File: src/rtl/cmp_pkg.sv
// Shared definitions for the sequential comparator.
//   - Mode encoding for the per-operation is_signed input.
//   - FSM state encoding.
//   - Flag bundle, packed in {n, z, v, c} order.
package cmp_pkg;

   localparam logic CMP_UNSIGNED = 1'b0;
   localparam logic CMP_SIGNED   = 1'b1;

   typedef enum logic {
      IDLE = 1'b0,
      RUN  = 1'b1
   } state_e;

   typedef struct packed {
      logic n;
      logic z;
      logic v;
      logic c;
   } flags_t;

endpackage

File: src/rtl/chunk_adder.sv
// Ripple-carry adder for one DIGIT-bit chunk.
// Ports:
//   x, y     in   DIGIT  addend chunks
//   cin      in   1      carry into bit 0
//   sum      out  DIGIT  x + y + cin, modulo 2^DIGIT
//   cout     out  1      carry out of the top bit
//   cin_msb  out  1      carry into the top bit (feeds signed-overflow detection)
module chunk_adder #(
   parameter int unsigned DIGIT = 2
) (
   input  logic [DIGIT-1:0] x,
   input  logic [DIGIT-1:0] y,
   input  logic             cin,
   output logic [DIGIT-1:0] sum,
   output logic             cout,
   output logic             cin_msb
);

   logic [DIGIT:0] carry;

   always_comb begin
      sum      = '0;
      carry    = '0;
      carry[0] = cin;
      for (int i = 0; i < DIGIT; i++) begin
         sum[i]       = x[i] ^ y[i] ^ carry[i];
         carry[i+1]   = (x[i] & y[i]) | (carry[i] & (x[i] ^ y[i]));
      end
   end

   assign cout    = carry[DIGIT];
   assign cin_msb = carry[DIGIT-1];

endmodule

File: src/rtl/seq_compare.sv
// Multi-cycle comparator: computes a - b as a + ~b + 1, DIGIT bits per cycle,
// LSB chunk first, then reports NZVC flags and decoded lt/eq/gt.
// Ports:
//   clk        in   1      rising-edge clock
//   rst        in   1      synchronous, active-high reset
//   start      in   1      request a compare (accepted only while ready)
//   is_signed  in   1      1 = two's-complement compare; sampled with start
//   a, b       in   WIDTH  minuend / subtrahend; sampled with start
//   ready      out  1      idle, able to accept start
//   done       out  1      one-cycle pulse, results valid
//   diff       out  WIDTH  a - b modulo 2^WIDTH
//   n, z, v, c out  1      negative, zero, signed overflow, carry (1 = no borrow)
//   lt, eq, gt out  1      decoded relation for the latched mode
module seq_compare
   import cmp_pkg::*;
#(
   parameter int unsigned WIDTH = 8,
   parameter int unsigned DIGIT = 2
) (
   input  logic             clk,
   input  logic             rst,
   input  logic             start,
   input  logic             is_signed,
   input  logic [WIDTH-1:0] a,
   input  logic [WIDTH-1:0] b,
   output logic             ready,
   output logic             done,
   output logic [WIDTH-1:0] diff,
   output logic             n,
   output logic             z,
   output logic             v,
   output logic             c,
   output logic             lt,
   output logic             eq,
   output logic             gt
);

   localparam int unsigned NCHUNK = WIDTH / DIGIT;
   localparam int unsigned KW     = (NCHUNK > 1) ? $clog2(NCHUNK) : 1;

   state_e           state_q, state_d;
   logic [KW-1:0]    k_q, k_d;
   logic [WIDTH-1:0] a_q, a_d;
   logic [WIDTH-1:0] nb_q, nb_d;   // ~b, latched at start
   logic             mode_q, mode_d;
   logic             carry_q, carry_d;
   logic [WIDTH-1:0] diff_q, diff_d;
   flags_t           flags_q, flags_d;
   logic             lt_q, lt_d;
   logic             eq_q, eq_d;
   logic             gt_q, gt_d;
   logic             done_q, done_d;

   int unsigned      base;
   logic [DIGIT-1:0] a_chunk, b_chunk, sum;
   logic             cout, cin_msb, last;

   always_comb begin
      base    = 32'(k_q) * DIGIT;
      a_chunk = a_q[base +: DIGIT];
      b_chunk = nb_q[base +: DIGIT];
      last    = (k_q == KW'(NCHUNK - 1));
   end

   chunk_adder #(
      .DIGIT(DIGIT)
   ) u_chunk_adder (
      .x      (a_chunk),
      .y      (b_chunk),
      .cin    (carry_q),
      .sum    (sum),
      .cout   (cout),
      .cin_msb(cin_msb)
   );

   always_comb begin
      state_d = state_q;
      k_d     = k_q;
      a_d     = a_q;
      nb_d    = nb_q;
      mode_d  = mode_q;
      carry_d = carry_q;
      diff_d  = diff_q;
      flags_d = flags_q;
      lt_d    = lt_q;
      eq_d    = eq_q;
      gt_d    = gt_q;
      done_d  = 1'b0;

      unique case (state_q)
         IDLE: begin
            if (start) begin
               a_d     = a;
               nb_d    = ~b;
               mode_d  = is_signed;
               carry_d = 1'b1;
               k_d     = '0;
               state_d = RUN;
            end
         end
         RUN: begin
            diff_d[base +: DIGIT] = sum;
            carry_d = cout;
            k_d     = k_q + KW'(1);
            if (last) begin
               // The top chunk's adder sees bit WIDTH-1, so its cin_msb is the
               // carry into the operand MSB.
               flags_d.n = diff_d[WIDTH-1];
               flags_d.z = ~|diff_d;
               flags_d.c = cout;
               flags_d.v = cin_msb ^ cout;
               lt_d      = (mode_q == CMP_SIGNED) ? (flags_d.n ^ flags_d.v) : ~cout;
               eq_d      = flags_d.z;
               gt_d      = ~lt_d & ~flags_d.z;
               k_d       = '0;
               done_d    = 1'b1;
               state_d   = IDLE;
            end
         end
         default: state_d = IDLE;
      endcase
   end

   always_ff @(posedge clk) begin
      if (rst) begin
         state_q <= IDLE;
         k_q     <= '0;
         a_q     <= '0;
         nb_q    <= '0;
         mode_q  <= CMP_UNSIGNED;
         carry_q <= 1'b1;
         diff_q  <= '0;
         flags_q <= '0;
         lt_q    <= 1'b0;
         eq_q    <= 1'b0;
         gt_q    <= 1'b0;
         done_q  <= 1'b0;
      end else begin
         state_q <= state_d;
         k_q     <= k_d;
         a_q     <= a_d;
         nb_q    <= nb_d;
         mode_q  <= mode_d;
         carry_q <= carry_d;
         diff_q  <= diff_d;
         flags_q <= flags_d;
         lt_q    <= lt_d;
         eq_q    <= eq_d;
         gt_q    <= gt_d;
         done_q  <= done_d;
      end
   end

   assign ready = (state_q == IDLE);
   assign done  = done_q;
   assign diff  = diff_q;
   assign n     = flags_q.n;
   assign z     = flags_q.z;
   assign v     = flags_q.v;
   assign c     = flags_q.c;
   assign lt    = lt_q;
   assign eq    = eq_q;
   assign gt    = gt_q;

endmodule

File: config.mk
export PLATFORM = sky130hd
export DESIGN_NAME = seq_compare
export DESIGN_NICKNAME = d
export VERILOG_FILES = /design/src/rtl/cmp_pkg.sv /design/src/rtl/chunk_adder.sv /design/src/rtl/seq_compare.sv
export SDC_FILE = /design/constraint.sdc
export NUM_CORES = 1
export LEC_CHECK = 0
export BUFFER_PORTS_ARGS = -buffer_cell sky130_fd_sc_hd__buf_2
export CAP_MARGIN = 40
export CORE_ASPECT_RATIO = 1.2
export CORE_MARGIN = 3
export CORE_UTILIZATION = 53
export CTS_CLUSTER_SIZE = 25
export DETAILED_ROUTE_END_ITERATION = 12
export PLACE_DENSITY = 0.8
export SLEW_MARGIN = 20
export SYNTH_ARGS = -nofsm -noshare
export SYNTH_HDL_FRONTEND = slang
export SYNTH_SLANG_ARGS = --single-unit
File: constraint.sdc
create_clock -name clk -period 4.5 [get_ports clk]
set_clock_uncertainty 0.15 [all_clocks]
set_input_delay 0.45 -clock clk [delete_from_list [all_inputs] [get_ports clk]]
set_output_delay 0.45 -clock clk [all_outputs]
set_load 0.005 [all_outputs]
Word level (Yosys, flattened, before mapping)
Cells that the tools add are included.
{"block": "totals", "word_cells": 55, "reg_bits": 36, "in_bits": 20}
{"block": "op_classes", "shift": 4, "add_sub_neg": 2, "muxes": 11, "n_reduce_logical": 5, "bitwise": 17, "n_eq_ne": 2}
{"cell": "3-bit negator with 34-bit output", "n": 1}
{"cell": "2-bit by 34-bit variable shift with 8-bit output (first input constant)", "n": 1}
{"cell": "2-bit by 34-bit variable part select with 8-bit output", "n": 1}
{"cell": "8-bit by 4-bit variable part select with 2-bit output", "n": 2}
{"cell": "8-bit bitwise mux", "n": 1}
{"cell": "8-bit inverter", "n": 1}
{"cell": "8-bit OR reduction", "n": 1}
{"cell": "1-bit bitwise XOR", "n": 6}
{"cell": "1-bit AND", "n": 5}
{"cell": "1-bit 2-to-1 mux", "n": 5}
{"cell": "2-bit 2-to-1 mux", "n": 2}
{"cell": "1-bit case mux with 2 select lines", "n": 2}
{"cell": "2-bit case mux with 2 select lines", "n": 1}
{"cell": "2-bit AND reduction", "n": 2}
{"cell": "1-bit inverter", "n": 3}
{"cell": "2-bit by 1-bit adder with 2-bit output (second input constant)", "n": 1}
{"cell": "2-bit == test (second input constant)", "n": 1}
{"cell": "2-bit != test (second input constant)", "n": 1}
{"cell": "1-bit OR", "n": 2}
{"cell": "2-bit OR reduction", "n": 1}
{"cell": "1-bit zero test", "n": 1}

Longest topological paths before layout
{"block": "depth", "depth_word": 11, "ltp_mapped": 10, "mapped_depth_nobuf": 9}

By module
Synthesis repeated with hierarchy kept, for this count alone.
{"block": "unflattened", "hier_cells": 187, "hier_area_um2": 1689.1}
{"module": "seq_compare", "seq_area_each_um2": 720.7, "area_each_um2": 1649.1, "cells_per_inst": 185, "n_inst": 1}
{"module": "chunk_adder", "seq_area_each_um2": 0.0, "area_each_um2": 40.0, "cells_per_inst": 2, "n_inst": 1}

Worst setup path after synthesis
Ideal clock, no wire load.
{"block": "synth_timing", "path_type": "reg-to-reg", "from": "reg k_q[0]", "to": "reg gt_q (netlist: gt)", "path_stages_with_launch": 11, "slack_ps": 1175, "arrival_ps": 3058, "n_path_buf": 1, "required_ps": 4234, "setup_time_ps": 116, "period_less_slack_ps": 3325, "path_cell_list": "dfxtp_1 -> buf_6 -> mux4_1 -> fa_1 -> inv_1 -> fa_1 -> nor2_1 -> a31oi_4 -> xnor2_1 -> or3_1 -> a41o_2"}
{"block": "synth_between", "elab_chain_cells": 11, "word_cells_on_any_way": 25, "cone_classes": "add/sub (1); eq/ne (1); shift (4); mux (2); bitwise (15); reduce/logical (2)"}
{"element": "from (decl)", "line": "seq_compare.sv:42", "rtl": "logic [KW-1:0] k_q, k_d;"}
{"element": "from (signal assigned)", "line": "seq_compare.sv:140", "rtl": "k_q <= k_d;"}
{"element": "8-bit by 4-bit variable part select with 2-bit output, on equally long branches", "line": "seq_compare.sv:60, seq_compare.sv:61"}
{"element": "1-bit bitwise XOR", "line": "chunk_adder.sv:26, chunk_adder.sv:27"}
{"element": "1-bit AND", "line": "chunk_adder.sv:27", "rtl": "carry[i+1] = (x[i] & y[i]) | (carry[i] & (x[i] ^ y[i]));"}
{"element": "1-bit OR", "line": "chunk_adder.sv:27"}
{"element": "1-bit bitwise XOR / 1-bit AND (equally long branches)", "line": "chunk_adder.sv:26, chunk_adder.sv:27"}
{"element": "2-bit by 34-bit variable part select with 8-bit output / 1-bit OR (equally long branches)", "line": "seq_compare.sv:102, chunk_adder.sv:27"}
{"element": "8-bit bitwise mux / 1-bit bitwise XOR (equally long branches)", "line": "seq_compare.sv:102, seq_compare.sv:111"}
{"element": "1-bit bitwise XOR", "line": "seq_compare.sv:112", "rtl": "lt_d = (mode_q == CMP_SIGNED) ? (flags_d.n ^ flags_d.v) : ~cout;"}
{"element": "1-bit 2-to-1 mux", "line": "seq_compare.sv:112"}
{"element": "1-bit inverter", "line": "seq_compare.sv:114", "rtl": "gt_d = ~lt_d & ~flags_d.z;"}
{"element": "1-bit AND", "line": "seq_compare.sv:114"}
{"element": "to (signal assigned)", "line": "seq_compare.sv:149", "rtl": "gt_q <= gt_d;"}
{"element": "to (decl)", "line": "seq_compare.sv:51", "rtl": "logic gt_q, gt_d;"}
Several ways; a longest one is shown, not always the timed one.
A chain may end at the register's enable or synchronous reset.

Final worst setup path
{"block": "layout_timing", "from": "reg k_q[0]", "to": "reg lt_q (netlist: lt)"}
{"block": "layout_between", "elab_chain_cells": 9, "word_cells_on_any_way": 22, "cone_classes": "add/sub (1); eq/ne (1); shift (4); mux (2); bitwise (13); reduce/logical (1)"}
{"element": "8-bit by 4-bit variable part select with 2-bit output, on equally long branches", "line": "seq_compare.sv:60, seq_compare.sv:61"}
{"element": "1-bit bitwise XOR", "line": "chunk_adder.sv:26, chunk_adder.sv:27"}
{"element": "1-bit AND", "line": "chunk_adder.sv:27"}
{"element": "1-bit OR", "line": "chunk_adder.sv:27"}
{"element": "1-bit bitwise XOR / 1-bit AND (equally long branches)", "line": "chunk_adder.sv:26, chunk_adder.sv:27"}
{"element": "2-bit by 34-bit variable part select with 8-bit output / 1-bit OR (equally long branches)", "line": "seq_compare.sv:102, chunk_adder.sv:27"}
{"element": "8-bit bitwise mux / 1-bit bitwise XOR (equally long branches)", "line": "seq_compare.sv:102, seq_compare.sv:111"}
{"element": "1-bit bitwise XOR", "line": "seq_compare.sv:112"}
{"element": "1-bit 2-to-1 mux", "line": "seq_compare.sv:112"}
{"element": "to (signal assigned)", "line": "seq_compare.sv:147", "rtl": "lt_q <= lt_d;"}
{"element": "to (decl)", "line": "seq_compare.sv:49", "rtl": "logic lt_q, lt_d;"}
Several ways; a longest one is shown, not always the timed one.

==> metrics.cfg <==
[run_status]
status = finished clean

[global_routing]
grt_usage = 0.1994
overflow = 0
antenna_found_initial = 0
grt_pass1_wl_um = 5892
grt_max_degree = 38
first_global_vias = 1388

[yosys]
synth_edf_count = 0
syn_nets = 213
ys_seq_elements = 36
ys_warn_count = 0
yosys_most_used_dff = dfxtp_1
synth_cell_types = 34
synth_top_area_share = 0.4242
synthArstFlopShare = 0
yosysTopAreaCell = dfxtp_1
ys_seq_area_frac = 0.4242
synth_area_mm2 = 0.001699
synth_area_leaders = dfxtp_1 (42%), a211oi_1 (8.0%), mux4_1 (6.2%), nor2_1 (5.5%), nand2_1 (4.9%)
synth_cells = 185
syn_avg_cell_area_um2 = 9.184

[finish]
fillers = 249
regArea_um2 = 720.7
antennaDiodeCount = 0
fin_area_mm2 = 0.001949
most-common-layout-cells = dfxtp_1 (36), buf_2 (36), nor2_1 (25), nand2_1 (22), a211oi_1 (18)
area_growth_pct = 14.73
multi_input_area_um2 = 888.4
finalNetCount = 245
drive_above_1_share = 0.2396

[worst_setup_path]
slowest_delay_ns = 0.64
setup.worst_path.class = reg -> reg
slowest_stage = mux4_1
timing.rr.start = k_q[0]
cpMostUsedCell = fa_1
critical_path.cell_chain = mux4_1 > fa_1 > inv_1 > fa_1 > nor2_1 > a31oi_4 > xnor2_1 > or3_1 > a311oi_1
worstPathArrival_ns = 3.73
rr_endpoint = lt
reg2regPathDepth = 9
start_kind = register
cp_max_fo = 12
rrSetupSlack_ns = 0.87
worst_setup_path_end_kind = register
crit_required_ns = 4.60

[detailed_routing]
detail-route-antenna-nets = 0
avgRoutedWirePerCell_um = 14.02
drt_wl_total_um = 3518
dr.pass1.iters = 4
initialDrtViolationCount = 38
drc = 0
vias = 1398
vias_per_cell = 5.570

[clock_network]
ctsHoldBuffers = 0
numCtsBuffers = 5
post_cts_buffers = 0
cts-root-buf = clkbuf_4
cts_tree = done
cts.repair.resized = 0
htreeDepth = 2
clk_pin_slew_ns = 0.10
cts.sinks = 36
clockBufferDepth = 2
clk_latency_ns = 0.33

[floorplan]
die_w_um = 57.69
start_util = 0.5826
die_area_mm2 = 0.003924
die_h_um = 68.03
io-pin-count = 37
core_mm2 = 0.002917
rows = 21

[min_path]
hold_class = in -> reg
worstHoldPathCells = 2
min_from = b[7]
worstHoldEndpoint = nb_q[7]

[sta]
setup_tns_ns = 0
finalCritPeriodShare = 0.8072
clock.fmax_ghz = 0.2753
hold_viol = 0
tightest_slew_ns = 0.6330
period_needed_ns = 3.632
rsz0062_at_grt = no
maxSlewHeadroom = 0.5780
slew_viol_final = 0
setup_viol = 0

[power]
cellPowerDensity_mw_per_mm2 = 346.1
leakage_nw = 0.8211
vdd_ir_drop_max_mv = 0.2432

[place]
hpwl_um = 2584
portBuffers = 36
placed_area_mm2 = 0.001869
gp_congestion = 0.8423

[job]
maxCapViolCount = 0

[Yosys cell counts (2+ instances only)]
master,instances
nor2_1,25
or2_2,2
a41oi_1,4
nand4_1,2
xnor2_1,2
a211oi_1,18
a31oi_1,2
fa_1,2
a21oi_1,14
nor3_1,3
dfxtp_1,36
and2b_4,2
nor2b_1,7
mux4_1,4
clkbuf_1,9
ha_1,6
buf_1,2
inv_1,8
nand2_1,22
[area by class of cell]
type                       count  area share
tap                           34     0.02182
sequential                    36      0.3697
multi-input combinational    128      0.4557
timing repair buffer          38      0.1040
inverter                       8     0.01540
clock buffer                   7     0.03338
[state kept, by name (all words and copies together) (netlist names)]
| register | cells |
|---|---|
| carry_q | 1 |
| done | 1 |
| diff | 8 |
| nb_q | 8 |
| k_q | 2 |
| a_q | 8 |
| state_q | 1 |
| n | 1 |
| c | 1 |
| eq | 1 |
| v | 1 |
| mode_q | 1 |
| gt | 1 |
| lt | 1 |
[worst max-delay path by stage]
stage	from	endpoint	slack, ns	cells after the start
floorplan	k_q[0]	gt	1.18	10
global placement	k_q[0]	gt	1.01	9
detailed placement	k_q[0]	lt	0.87	9
CTS	k_q[0]	lt	0.84	9
global route	k_q[0]	lt	0.64	9
finish	k_q[0]	lt	0.87	9
[cells by family after synthesis]
family / share of synthesized area
compound gates: 0.1804
xor+xnor: 0.01031
fa+ha+maj: 0.06775
buf+inv: 0.05302
flops: 0.4242
mux: 0.06775
simple gates: 0.1966
[metrics by stage]
stage	setup WS, ns	hold WS [ns]	utilization	instances	power, mW
2_1_floorplan	1.175	0.2815	-	185	0.4525
3_3_place_gp	1.011	0.2902	0.6409	243	0.4822
3_5_place_dp	0.8671	0.2969	0.6409	243	0.4897
4_1_cts	0.8437	0.1149	0.6632	250	0.6796
5_1_grt	0.6383	0.1130	0.6684	251	0.7133
6_report	0.8676	0.1295	0.6684	251	0.6746
[report_power, final]
part / internal [mW] / switching, mW / leakage [nW]
Sequential: 0.339 / 0.0144 / 0.295
Combinational: 0.0601 / 0.0719 / 0.488
Clock: 0.0886 / 0.101 / 0.0374
Total: 0.487 / 0.187 / 0.821
[per-layer routing]
layer | global-route usage | wire (µm) | vias up
met5 | 0 | 0 | -
met4 | 0.07826 | 55 | 0
met3 | 0.06415 | 184 | 7
met2 | 0.3715 | 1860 | 34
met1 | 0.2061 | 1418 | 641
li1 | - | - | 716
[worst max-delay path, delay by kind of cell (launching register included)]
kind,cells,cell delay (ns)
AOI/OAI and AO/OA,2,0.42
xor gates and xnor gates,1,0.15
adders and majority gates,2,0.90
buffers and inverters,1,0.09
DFF,1,0.61
muxes,1,0.64
and+or+nand+nor,2,0.57
No activity file was read; power rests on OpenSTA's default activity.
